[src/rtl/stopwatch_mmss_pkg.sv]
// rtl/stopwatch_mmss_pkg.sv - state encoding, digit width and seven-segment patterns for stopwatch_mmss
package stopwatch_mmss_pkg;

    localparam int DIGIT_W = 4;

    typedef logic [DIGIT_W-1:0] bcd_t;

    typedef enum logic [1:0] {
        ST_IDLE  = 2'd0,
        ST_RUN   = 2'd1,
        ST_PAUSE = 2'd2,
        ST_DONE  = 2'd3
    } sw_state_e;

    // Active-low segments, segment a on bit 0, g on bit 6.
    localparam logic [6:0] SEG_0     = 7'h40;
    localparam logic [6:0] SEG_1     = 7'h79;
    localparam logic [6:0] SEG_2     = 7'h24;
    localparam logic [6:0] SEG_3     = 7'h30;
    localparam logic [6:0] SEG_4     = 7'h19;
    localparam logic [6:0] SEG_5     = 7'h12;
    localparam logic [6:0] SEG_6     = 7'h02;
    localparam logic [6:0] SEG_7     = 7'h78;
    localparam logic [6:0] SEG_8     = 7'h00;
    localparam logic [6:0] SEG_9     = 7'h10;
    localparam logic [6:0] SEG_BLANK = 7'h7F;

endpackage

[src/rtl/stopwatch_mmss_if.sv]
// rtl/stopwatch_mmss_if.sv - control/status bundle of stopwatch_mmss; seg outputs only with SEVEN_SEG_EN
interface stopwatch_mmss_if;
    import stopwatch_mmss_pkg::*;

    logic tick_in;
    logic start_stop;
    logic clear;
    bcd_t sec_ones;
    bcd_t sec_tens;
    bcd_t min_ones;
    bcd_t min_tens;
    logic running;
    logic term_pulse;
    logic done;
`ifdef SEVEN_SEG_EN
    logic [6:0] seg_s1;
    logic [6:0] seg_s10;
    logic [6:0] seg_m1;
    logic [6:0] seg_m10;

    modport master (
        output tick_in, start_stop, clear,
        input  sec_ones, sec_tens, min_ones, min_tens, running, term_pulse, done,
        input  seg_s1, seg_s10, seg_m1, seg_m10
    );
    modport slave (
        input  tick_in, start_stop, clear,
        output sec_ones, sec_tens, min_ones, min_tens, running, term_pulse, done,
        output seg_s1, seg_s10, seg_m1, seg_m10
    );
`else
    modport master (
        output tick_in, start_stop, clear,
        input  sec_ones, sec_tens, min_ones, min_tens, running, term_pulse, done
    );
    modport slave (
        input  tick_in, start_stop, clear,
        output sec_ones, sec_tens, min_ones, min_tens, running, term_pulse, done
    );
`endif
endinterface

[src/rtl/stopwatch_mmss_bcd_to_7seg.sv]
// rtl/stopwatch_mmss_bcd_to_7seg.sv - BCD digit to active-low seven-segment pattern; 10..15 blank
module stopwatch_mmss_bcd_to_7seg
    import stopwatch_mmss_pkg::*;
(
    input  bcd_t       digit_i,
    output logic [6:0] seg_o
);

    always_comb begin
        seg_o = SEG_BLANK;
        case (digit_i)
            4'd0:    seg_o = SEG_0;
            4'd1:    seg_o = SEG_1;
            4'd2:    seg_o = SEG_2;
            4'd3:    seg_o = SEG_3;
            4'd4:    seg_o = SEG_4;
            4'd5:    seg_o = SEG_5;
            4'd6:    seg_o = SEG_6;
            4'd7:    seg_o = SEG_7;
            4'd8:    seg_o = SEG_8;
            4'd9:    seg_o = SEG_9;
            default: seg_o = SEG_BLANK;
        endcase
    end

endmodule

[src/rtl/stopwatch_mmss.sv]
// rtl/stopwatch_mmss.sv - MM:SS BCD stopwatch counting rising edges of a slow tick level
// SEVEN_SEG_EN adds four active-low seven-segment decoders on the digit registers.
module stopwatch_mmss
    import stopwatch_mmss_pkg::*;
#(
    parameter int MAX_MIN = 59,
    parameter bit WRAP    = 1'b1
) (
    input  logic            clk_in,
    input  logic            reset,
    stopwatch_mmss_if.slave sw
);

    localparam bcd_t MAX_TENS = bcd_t'(MAX_MIN / 10);
    localparam bcd_t MAX_ONES = bcd_t'(MAX_MIN % 10);

    sw_state_e state_q, state_d;
    bcd_t      sec_ones_q, sec_ones_d;
    bcd_t      sec_tens_q, sec_tens_d;
    bcd_t      min_ones_q, min_ones_d;
    bcd_t      min_tens_q, min_tens_d;
    logic      term_q, term_d;
    logic      running_q, done_q;
    logic      tick_q, ss_q;
    logic      tick_rise, ss_rise, at_term;

    assign tick_rise = sw.tick_in & ~tick_q;
    assign ss_rise   = sw.start_stop & ~ss_q;
    assign at_term   = (min_tens_q == MAX_TENS) && (min_ones_q == MAX_ONES) &&
                       (sec_tens_q == 4'd5) && (sec_ones_q == 4'd9);

    always_comb begin
        state_d    = state_q;
        sec_ones_d = sec_ones_q;
        sec_tens_d = sec_tens_q;
        min_ones_d = min_ones_q;
        min_tens_d = min_tens_q;
        term_d     = 1'b0;
        if (sw.clear) begin
            state_d    = ST_IDLE;
            sec_ones_d = '0;
            sec_tens_d = '0;
            min_ones_d = '0;
            min_tens_d = '0;
        end else begin
            case (state_q)
                ST_IDLE:  if (ss_rise) state_d = ST_RUN;
                ST_PAUSE: if (ss_rise) state_d = ST_RUN;
                ST_RUN: begin
                    if (tick_rise) begin
                        if (at_term) begin
                            term_d = 1'b1;
                            if (WRAP) begin
                                sec_ones_d = '0;
                                sec_tens_d = '0;
                                min_ones_d = '0;
                                min_tens_d = '0;
                            end else begin
                                state_d = ST_DONE;
                            end
                        end else if (sec_ones_q != 4'd9) begin
                            sec_ones_d = sec_ones_q + 4'd1;
                        end else begin
                            sec_ones_d = '0;
                            if (sec_tens_q != 4'd5) begin
                                sec_tens_d = sec_tens_q + 4'd1;
                            end else begin
                                sec_tens_d = '0;
                                if (min_ones_q != 4'd9) begin
                                    min_ones_d = min_ones_q + 4'd1;
                                end else begin
                                    min_ones_d = '0;
                                    min_tens_d = min_tens_q + 4'd1;
                                end
                            end
                        end
                    end
                    // A terminal hit without wrap wins over a simultaneous pause request.
                    if (ss_rise && state_d == ST_RUN) state_d = ST_PAUSE;
                end
                ST_DONE:  state_d = ST_DONE;
                default:  state_d = ST_IDLE;
            endcase
        end
    end

    always_ff @(posedge clk_in) begin
        if (!reset) begin
            state_q    <= ST_IDLE;
            sec_ones_q <= '0;
            sec_tens_q <= '0;
            min_ones_q <= '0;
            min_tens_q <= '0;
            term_q     <= 1'b0;
            running_q  <= 1'b0;
            done_q     <= 1'b0;
            tick_q     <= 1'b1;
            ss_q       <= 1'b1;
        end else begin
            state_q    <= state_d;
            sec_ones_q <= sec_ones_d;
            sec_tens_q <= sec_tens_d;
            min_ones_q <= min_ones_d;
            min_tens_q <= min_tens_d;
            term_q     <= term_d;
            running_q  <= (state_d == ST_RUN);
            done_q     <= (state_d == ST_DONE);
            tick_q     <= sw.tick_in;
            ss_q       <= sw.start_stop;
        end
    end

    assign sw.sec_ones   = sec_ones_q;
    assign sw.sec_tens   = sec_tens_q;
    assign sw.min_ones   = min_ones_q;
    assign sw.min_tens   = min_tens_q;
    assign sw.running    = running_q;
    assign sw.done       = done_q;
    assign sw.term_pulse = term_q;

`ifdef SEVEN_SEG_EN
    stopwatch_mmss_bcd_to_7seg u_seg_s1  (.digit_i(sec_ones_q), .seg_o(sw.seg_s1));
    stopwatch_mmss_bcd_to_7seg u_seg_s10 (.digit_i(sec_tens_q), .seg_o(sw.seg_s10));
    stopwatch_mmss_bcd_to_7seg u_seg_m1  (.digit_i(min_ones_q), .seg_o(sw.seg_m1));
    stopwatch_mmss_bcd_to_7seg u_seg_m10 (.digit_i(min_tens_q), .seg_o(sw.seg_m10));
`endif

endmodule

[src/flat_wrapper.sv]
// flat-port wrapper written by rule: the top's interface ports become plain ports
module stopwatch_mmss_flat import stopwatch_mmss_pkg::*;
#(
    parameter int MAX_MIN = 59,
    parameter bit WRAP    = 1'b1
)
  (clk_in, reset, sw_tick_in, sw_start_stop, sw_clear, sw_sec_ones, sw_sec_tens, sw_min_ones, sw_min_tens, sw_running, sw_term_pulse, sw_done);
  stopwatch_mmss_if sw_i ();
  input  logic clk_in;
  input  logic reset;
  input wire logic [$bits(sw_i.tick_in)-1:0] sw_tick_in;
  input wire logic [$bits(sw_i.start_stop)-1:0] sw_start_stop;
  input wire logic [$bits(sw_i.clear)-1:0] sw_clear;
  output wire logic [$bits(sw_i.sec_ones)-1:0] sw_sec_ones;
  output wire logic [$bits(sw_i.sec_tens)-1:0] sw_sec_tens;
  output wire logic [$bits(sw_i.min_ones)-1:0] sw_min_ones;
  output wire logic [$bits(sw_i.min_tens)-1:0] sw_min_tens;
  output wire logic [$bits(sw_i.running)-1:0] sw_running;
  output wire logic [$bits(sw_i.term_pulse)-1:0] sw_term_pulse;
  output wire logic [$bits(sw_i.done)-1:0] sw_done;
  assign sw_i.tick_in = sw_tick_in;
  assign sw_i.start_stop = sw_start_stop;
  assign sw_i.clear = sw_clear;
  assign sw_sec_ones = sw_i.sec_ones;
  assign sw_sec_tens = sw_i.sec_tens;
  assign sw_min_ones = sw_i.min_ones;
  assign sw_min_tens = sw_i.min_tens;
  assign sw_running = sw_i.running;
  assign sw_term_pulse = sw_i.term_pulse;
  assign sw_done = sw_i.done;
  stopwatch_mmss #(.MAX_MIN(MAX_MIN), .WRAP(WRAP)) u_core (.clk_in(clk_in), .reset(reset), .sw(sw_i));
endmodule
[config.mk]
export PLATFORM = sky130hd
export DESIGN_NAME = stopwatch_mmss_flat
export DESIGN_NICKNAME = d
export VERILOG_FILES = /design/src/rtl/stopwatch_mmss_pkg.sv /design/src/rtl/stopwatch_mmss_if.sv /design/src/rtl/stopwatch_mmss_bcd_to_7seg.sv /design/src/rtl/stopwatch_mmss.sv /design/src/flat_wrapper.sv
export SDC_FILE = /design/constraint.sdc
export NUM_CORES = 1
export LEC_CHECK = 0
export CORE_UTILIZATION = 33
export CTS_BUF_LIST = sky130_fd_sc_hd__clkbuf_8
export DETAILED_ROUTE_END_ITERATION = 10
export HOLD_SLACK_MARGIN = 0.12
export PLACE_DENSITY = 0.61
export SYNTH_ARGS = -nofsm -noshare
export SYNTH_HDL_FRONTEND = slang
export SYNTH_SLANG_ARGS = --single-unit
export TNS_END_PERCENT = 100
[constraint.sdc]
create_clock -name clk_in -period 2 [get_ports clk_in]
set_input_delay 0.4 -clock clk_in [delete_from_list [all_inputs] [get_ports clk_in]]
set_output_delay 0.4 -clock clk_in [all_outputs]
set_load 0.02 [all_outputs]
==> flow_metrics.env, run 1 <==
export IMPL_crit_start="u_core.sw.sec_ones[0]"
export IMPL_wirelength_mm=2.30
export IMPL_finalNonFillerCells=201
export IMPL_finalHoldViolCount=0
export IMPL_post_place_ws_ns=0.0765
export IMPL_synth_nets=139
export IMPL_skew_ns=0.00236
export IMPL_grt_pass1_vias=825
export IMPL_clk_pin_slew_ns=0.08
export IMPL_holdPathStages=2
export IMPL_period_needed_ns=1.78
export IMPL_via_per_inst=4.81
export IMPL_min_path_type="flip-flop to flip-flop"
export IMPL_post_cts_resized=0
export IMPL_stdcell_area_mm2=0.00152
export IMPL_end_kind="flip-flop"
export IMPL_io_pins=24
export IMPL_leakage_nw=0.628
export IMPL_diodes=0
export IMPL_cts_tree="built"
export IMPL_drc_errors=0
export IMPL_area_growth_pct=28.8
export IMPL_final_layout_size_suffix_gt1_frac=0.129
export IMPL_arrival_ns=1.97
export IMPL_routed_wl_met2_mm=1.04
export IMPL_h_tree_depth=1
export IMPL_slew_headroom=0.686
export IMPL_numCtsBuffers=3
export IMPL_dr_first_iter_drc_count=19
export IMPL_synthTopCellsByCount="dfxtp_1 (23), nor2_1 (19), nand2_1 (10), a21oi_1 (9), ha_1 (8)"
export IMPL_clk_path_buf_depth=2
export IMPL_clk_latency_ns=0.26
export IMPL_crit_required_ns=2.19
export IMPL_timing_final_crit_share=0.888
export IMPL_wirelength_met1_mm=1.17
export IMPL_avgSynthCellArea_um2=9.39
export IMPL_vias=967
export IMPL_synth_area_mm2=0.00118
export IMPL_grt_use_total=0.132
export IMPL_yosys_area_top_type="dfxtp_1"
export IMPL_met3_length_um=60
export IMPL_min_from="u_core.sw.min_tens[1]"
export IMPL_antenna_left=0
export IMPL_clock_sinks=23
export IMPL_place_inst=197
export IMPL_synth_top_area_frac=0.389
export IMPL_power_density_mw_per_mm2=509
export IMPL_synthFlopType="dfxtp_1"
export IMPL_fp_dieH_um=61.9
export IMPL_r2r_start="u_core.sw.sec_ones[0]"
export IMPL_coreArea_mm2=0.00339
export IMPL_synth_warnings=0
export IMPL_finalSetupTns_ns=0
export IMPL_holdWs_ns=0.513
export IMPL_setup_violations=0
export IMPL_die_x_um=61.9
export IMPL_critical_path_class="flip-flop to flip-flop"
export IMPL_synth_edf_count=0
export IMPL_fmax_mhz=563
export IMPL_post_drt_wl_per_cell_um=11.4
export IMPL_ys_seq_elements=23
export IMPL_antenna_found_initial=0
export IMPL_async_flop_share=0
export IMPL_ys_types=36
export IMPL_cp_max_fo=10
export IMPL_startpoint_type="flip-flop"
export IMPL_synthTopCellsByArea="dfxtp_1 (39%), ha_1 (8.5%), nor2_1 (6.0%)"
export IMPL_rsz0062_at_grt="false"
export IMPL_core_rowCount=21
export IMPL_clockRootBuffer="clkbuf_8"
export IMPL_maxCapViolations=0
export IMPL_setup_slack_ns=0.225
export IMPL_synth_most_common_cell="dfxtp_1"
export IMPL_top_layer="met4"
export IMPL_slew_viol_final=0
export IMPL_p_total_mw=0.775
export IMPL_place_area_mm2=0.00148
export IMPL_grt_pass1_wl_mm=3.68
export IMPL_tightest_slew_ns=0.470
export IMPL_ir_worst_vdd_v=0.000310
export IMPL_netlist_instances=126
export IMPL_hpwlAfterDp_mm=1.70
export IMPL_gp_congestion=0.777
export IMPL_firstDrtPassIters=5
export IMPL_grt_max_degree=13
export IMPL_postCtsSetupRepairBufs=0
export IMPL_grt_remaining_overflow=0
export IMPL_outcome="completed"
export IMPL_post_route_util=0.450
export IMPL_reg2reg_depth=5
export IMPL_die_area_mm2=0.00383
export IMPL_initial_utilization=0.349
export IMPL_ys_seq_area_frac=0.389
export IMPL_port_buffers=23
export IMPL_num_nets_final=169
export IMPL_cts_hold_buf=0
## routing by layer
metal	track usage	vias up
li1	-	500
met1	0.182	450
met2	0.197	15
met3	0.0248	2
met4	0.0667	0
met5	0	-
## worst max-delay path: stages, from the launching register on
cell and delay (ns):
dfxtp_1 0.43, ha_1 0.24, and3b_1 0.35, nand4_4 0.21, or3_1 0.34, a21oi_1 0.15
## registers in the layout, indices dropped and copies added, names as in the netlist
register,count
u_core.ss_q,1
u_core.state_q,2
u_core.sw.done,1
u_core.sw.min_ones,4
u_core.sw.min_tens,4
u_core.sw.running,1
u_core.sw.sec_ones,4
u_core.sw.sec_tens,4
u_core.sw.term_pulse,1
u_core.tick_q,1
## final cells by class
| cell class | instances | area (um2) |
|---|---|---|
| clock buffer | 3 | 41.3 |
| clock inverter | 1 | 3.75 |
| fill | 334 | 1870 |
| inverter | 5 | 18.8 |
| multi-input combinational | 94 | 667 |
| sequential | 23 | 460 |
| tap | 46 | 57.6 |
| timing repair buffer | 29 | 275 |
## placed cells by master, fill, tap and decap left out, types with 5 or more instances in the layout
cell type	netlist	final
nor3_1	5	5
nor2_1	19	19
dfxtp_1	23	23
clkdlybuf4s50_1	0	23
ha_1	8	8
nand3_1	5	5
a21oi_1	9	9
inv_1	5	6
nand2_1	10	10
buf_4	2	6
## cell families after synthesis
kind of cell | synth area share
adder cells (fa/ha/maj) | 0.0846
AND/OR/NAND/NOR | 0.345
multiplexers | 0.0169
buffers and inverters | 0.0476
flip-flops | 0.389
XOR/XNOR | 0.0296
AO/OA/AOI/OAI | 0.0877
## report_power, final
part	switching [mW]	internal, mW
sequential	0.00200	0.461
clock	0.142	0.137
combinational	0.0166	0.0167
## worst paths after layout
path | end | slack [ns]
max reg2reg | u_core.sw.min_tens[1] | 0.22
min | u_core.sw.min_tens[1] | 0.51
max | u_core.sw.min_tens[1] | 0.22
min reg2reg | u_core.sw.min_tens[1] | 0.51
No activity file was read; power rests on OpenSTA's default activity.
==> run 2, diff against run 1 <==
Settings changed: CAP_MARGIN from default to 10.
==> results of run 2 <==
The final DEF is identical to that of run 1; final timing and power are the same.
==> run 3, diff against run 2 <==
Settings changed: CORE_UTILIZATION 33 to 45, DONT_BUFFER_PORTS from default to 1, PLACE_DENSITY 0.61 to 0.66.
==> run 3 against run 2 <==
Power fell by 1.0%; final cell count is 18% lower; utilization rose by 7.4 points; sequential power about the same; wire length shrank 7.7%; global-route usage rose by 3.5 points; design area down 15%; register-to-register slack improved by 0.09 ns; count of clock-buffer cells in the layout unchanged; largest cell class unchanged; highest routed layer unchanged.
==> flow_metrics.env, run 3 (synthesis results as in run 1) <==
export IMPL_final_common_cell="dfxtp_1"
export IMPL_hpwlAfterDp_mm=1.64
export IMPL_outcome="completed"
export IMPL_mostFrequentLayoutCells="dfxtp_1 (23), nor2_1 (19), nand2_1 (10), a21oi_1 (9), buf_4 (9)"
export IMPL_crit_required_ns=2.16
export IMPL_startpoint_type="flip-flop"
export IMPL_critical_path_class="flip-flop to flip-flop"
export IMPL_end_kind="flip-flop"
export IMPL_numCtsBuffers=3
export IMPL_clockRootBuffer="clkbuf_8"
export IMPL_slew_viol_final=0
export IMPL_slew_headroom=0.686
export IMPL_clk_latency_ns=0.26
export IMPL_reg2reg_depth=6
export IMPL_period_needed_ns=1.68
export IMPL_finalHoldViolCount=0
export IMPL_gp_congestion=0.705
export IMPL_tightest_slew_ns=0.468
export IMPL_rsz0062_at_grt="false"
export IMPL_grt_pass1_vias=806
export IMPL_postCtsSetupRepairBufs=0
export IMPL_core_rowCount=18
export IMPL_die_area_mm2=0.00284
export IMPL_die_x_um=53.3
export IMPL_cp_max_fo=6
export IMPL_leakage_nw=0.564
export IMPL_arrival_ns=1.84
export IMPL_setup_violations=0
export IMPL_via_per_inst=5.52
export IMPL_power_density_mw_per_mm2=591
export IMPL_diodes=0
export IMPL_final_layout_size_suffix_gt1_frac=0.178
export IMPL_area_growth_pct=9.62
export IMPL_drc_errors=0
export IMPL_holdPathStages=1
export IMPL_post_drt_wl_per_cell_um=12.8
export IMPL_antenna_left=0
export IMPL_grt_max_degree=14
export IMPL_timing_final_crit_share=0.841
export IMPL_fp_dieH_um=53.3
export IMPL_clk_pin_slew_ns=0.08
export IMPL_grt_remaining_overflow=0
export IMPL_grt_pass1_wl_mm=3.42
export IMPL_coreArea_mm2=0.00248
export IMPL_post_cts_resized=0
export IMPL_io_pins=24
export IMPL_clk_path_buf_depth=2
export IMPL_cts_hold_buf=0
export IMPL_skew_ns=0.00349
export IMPL_ir_worst_vdd_v=0.000508
export IMPL_clock_sinks=23
export IMPL_cts_tree="built"
export IMPL_dr_first_iter_drc_count=10
export IMPL_wirelength_mm=2.12
export IMPL_h_tree_depth=1
export IMPL_vias=910
export IMPL_post_place_ws_ns=0.322
export IMPL_antenna_found_initial=0
export IMPL_fmax_mhz=595
export IMPL_initial_utilization=0.478
export IMPL_setup_slack_ns=0.318
export IMPL_min_path_type="input port to flip-flop"
export IMPL_port_buffers=0
export IMPL_maxCapViolations=0
export IMPL_nFillCells=244
export IMPL_grt_use_total=0.167
export IMPL_post_route_util=0.524
export IMPL_num_nets_final=149
export IMPL_finalSetupTns_ns=0
export IMPL_firstDrtPassIters=4
-- run 3: cell count changes in the layout (fill, tap and decap cells not counted) --
cell,change
clkdlybuf4s50_1,-23
buf_4,+3
clkinv_2,+1
inv_1,-1
-- run 3: metal layers --
| layer | routed length [um] | vias up | track usage |
|---|---|---|---|
| li1 | - | 458 | - |
| met1 | 1020 | 431 | 0.216 |
| met2 | 993 | 19 | 0.265 |
| met3 | 96 | 2 | 0.0402 |
| met4 | 10 | 0 | 0.0614 |
| met5 | 0 | - | 0 |
-- run 3: power breakdown --
| part | total (mW) | internal [mW] | switching (mW) | leakage, nW |
|---|---|---|---|---|
| clock | 0.284 | 0.139 | 0.146 | 0.0255 |
| sequential | 0.463 | 0.461 | 0.00259 | 0.186 |
| combinational | 0.0194 | 0.00775 | 0.0117 | 0.353 |
-- run 3: final timing paths --
path                              start                    end  slack [ns]
setup / recovery  u_core.sw.sec_tens[1]  u_core.sw.min_ones[2]        0.32
hold / removal                    reset            u_core.ss_q        0.21
setup reg to reg  u_core.sw.sec_tens[1]  u_core.sw.min_ones[2]        0.32
hold reg to reg       u_core.state_q[1]      u_core.state_q[1]        0.53
-- run 3: cell type report --
cell class / instances / area (um2) / area share
tap: 30 / 37.5 / 0.0289
clock buffer: 3 / 41.3 / 0.0318
sequential: 23 / 460 / 0.355
inverter: 5 / 18.8 / 0.0145
clock inverter: 1 / 5.00 / 0.00386
timing repair buffer: 9 / 67.6 / 0.0521
multi-input combinational: 94 / 667 / 0.514
-- run 3: worst max-delay path, stage by stage, from the launching register on --
cell and delay (ns):
dfxtp_1 0.42, inv_1 0.09, ha_1 0.16, nand3b_1 0.21
nor3_4 0.36, a21oi_1 0.12, a41o_2 0.23
-- run 3: through the flow --
stage / total power, mW / area, um2 / cells / hold WS [ns]
2_1_floorplan: 0.492 / 1180 / 126 / 0.472
3_3_place_gp: 0.494 / 1250 / 161 / 0.478
3_5_place_dp: 0.494 / 1250 / 161 / 0.478
4_1_cts: 0.777 / 1300 / 165 / 0.203
5_1_grt: 0.803 / 1300 / 165 / 0.193
6_report: 0.767 / 1300 / 165 / 0.208
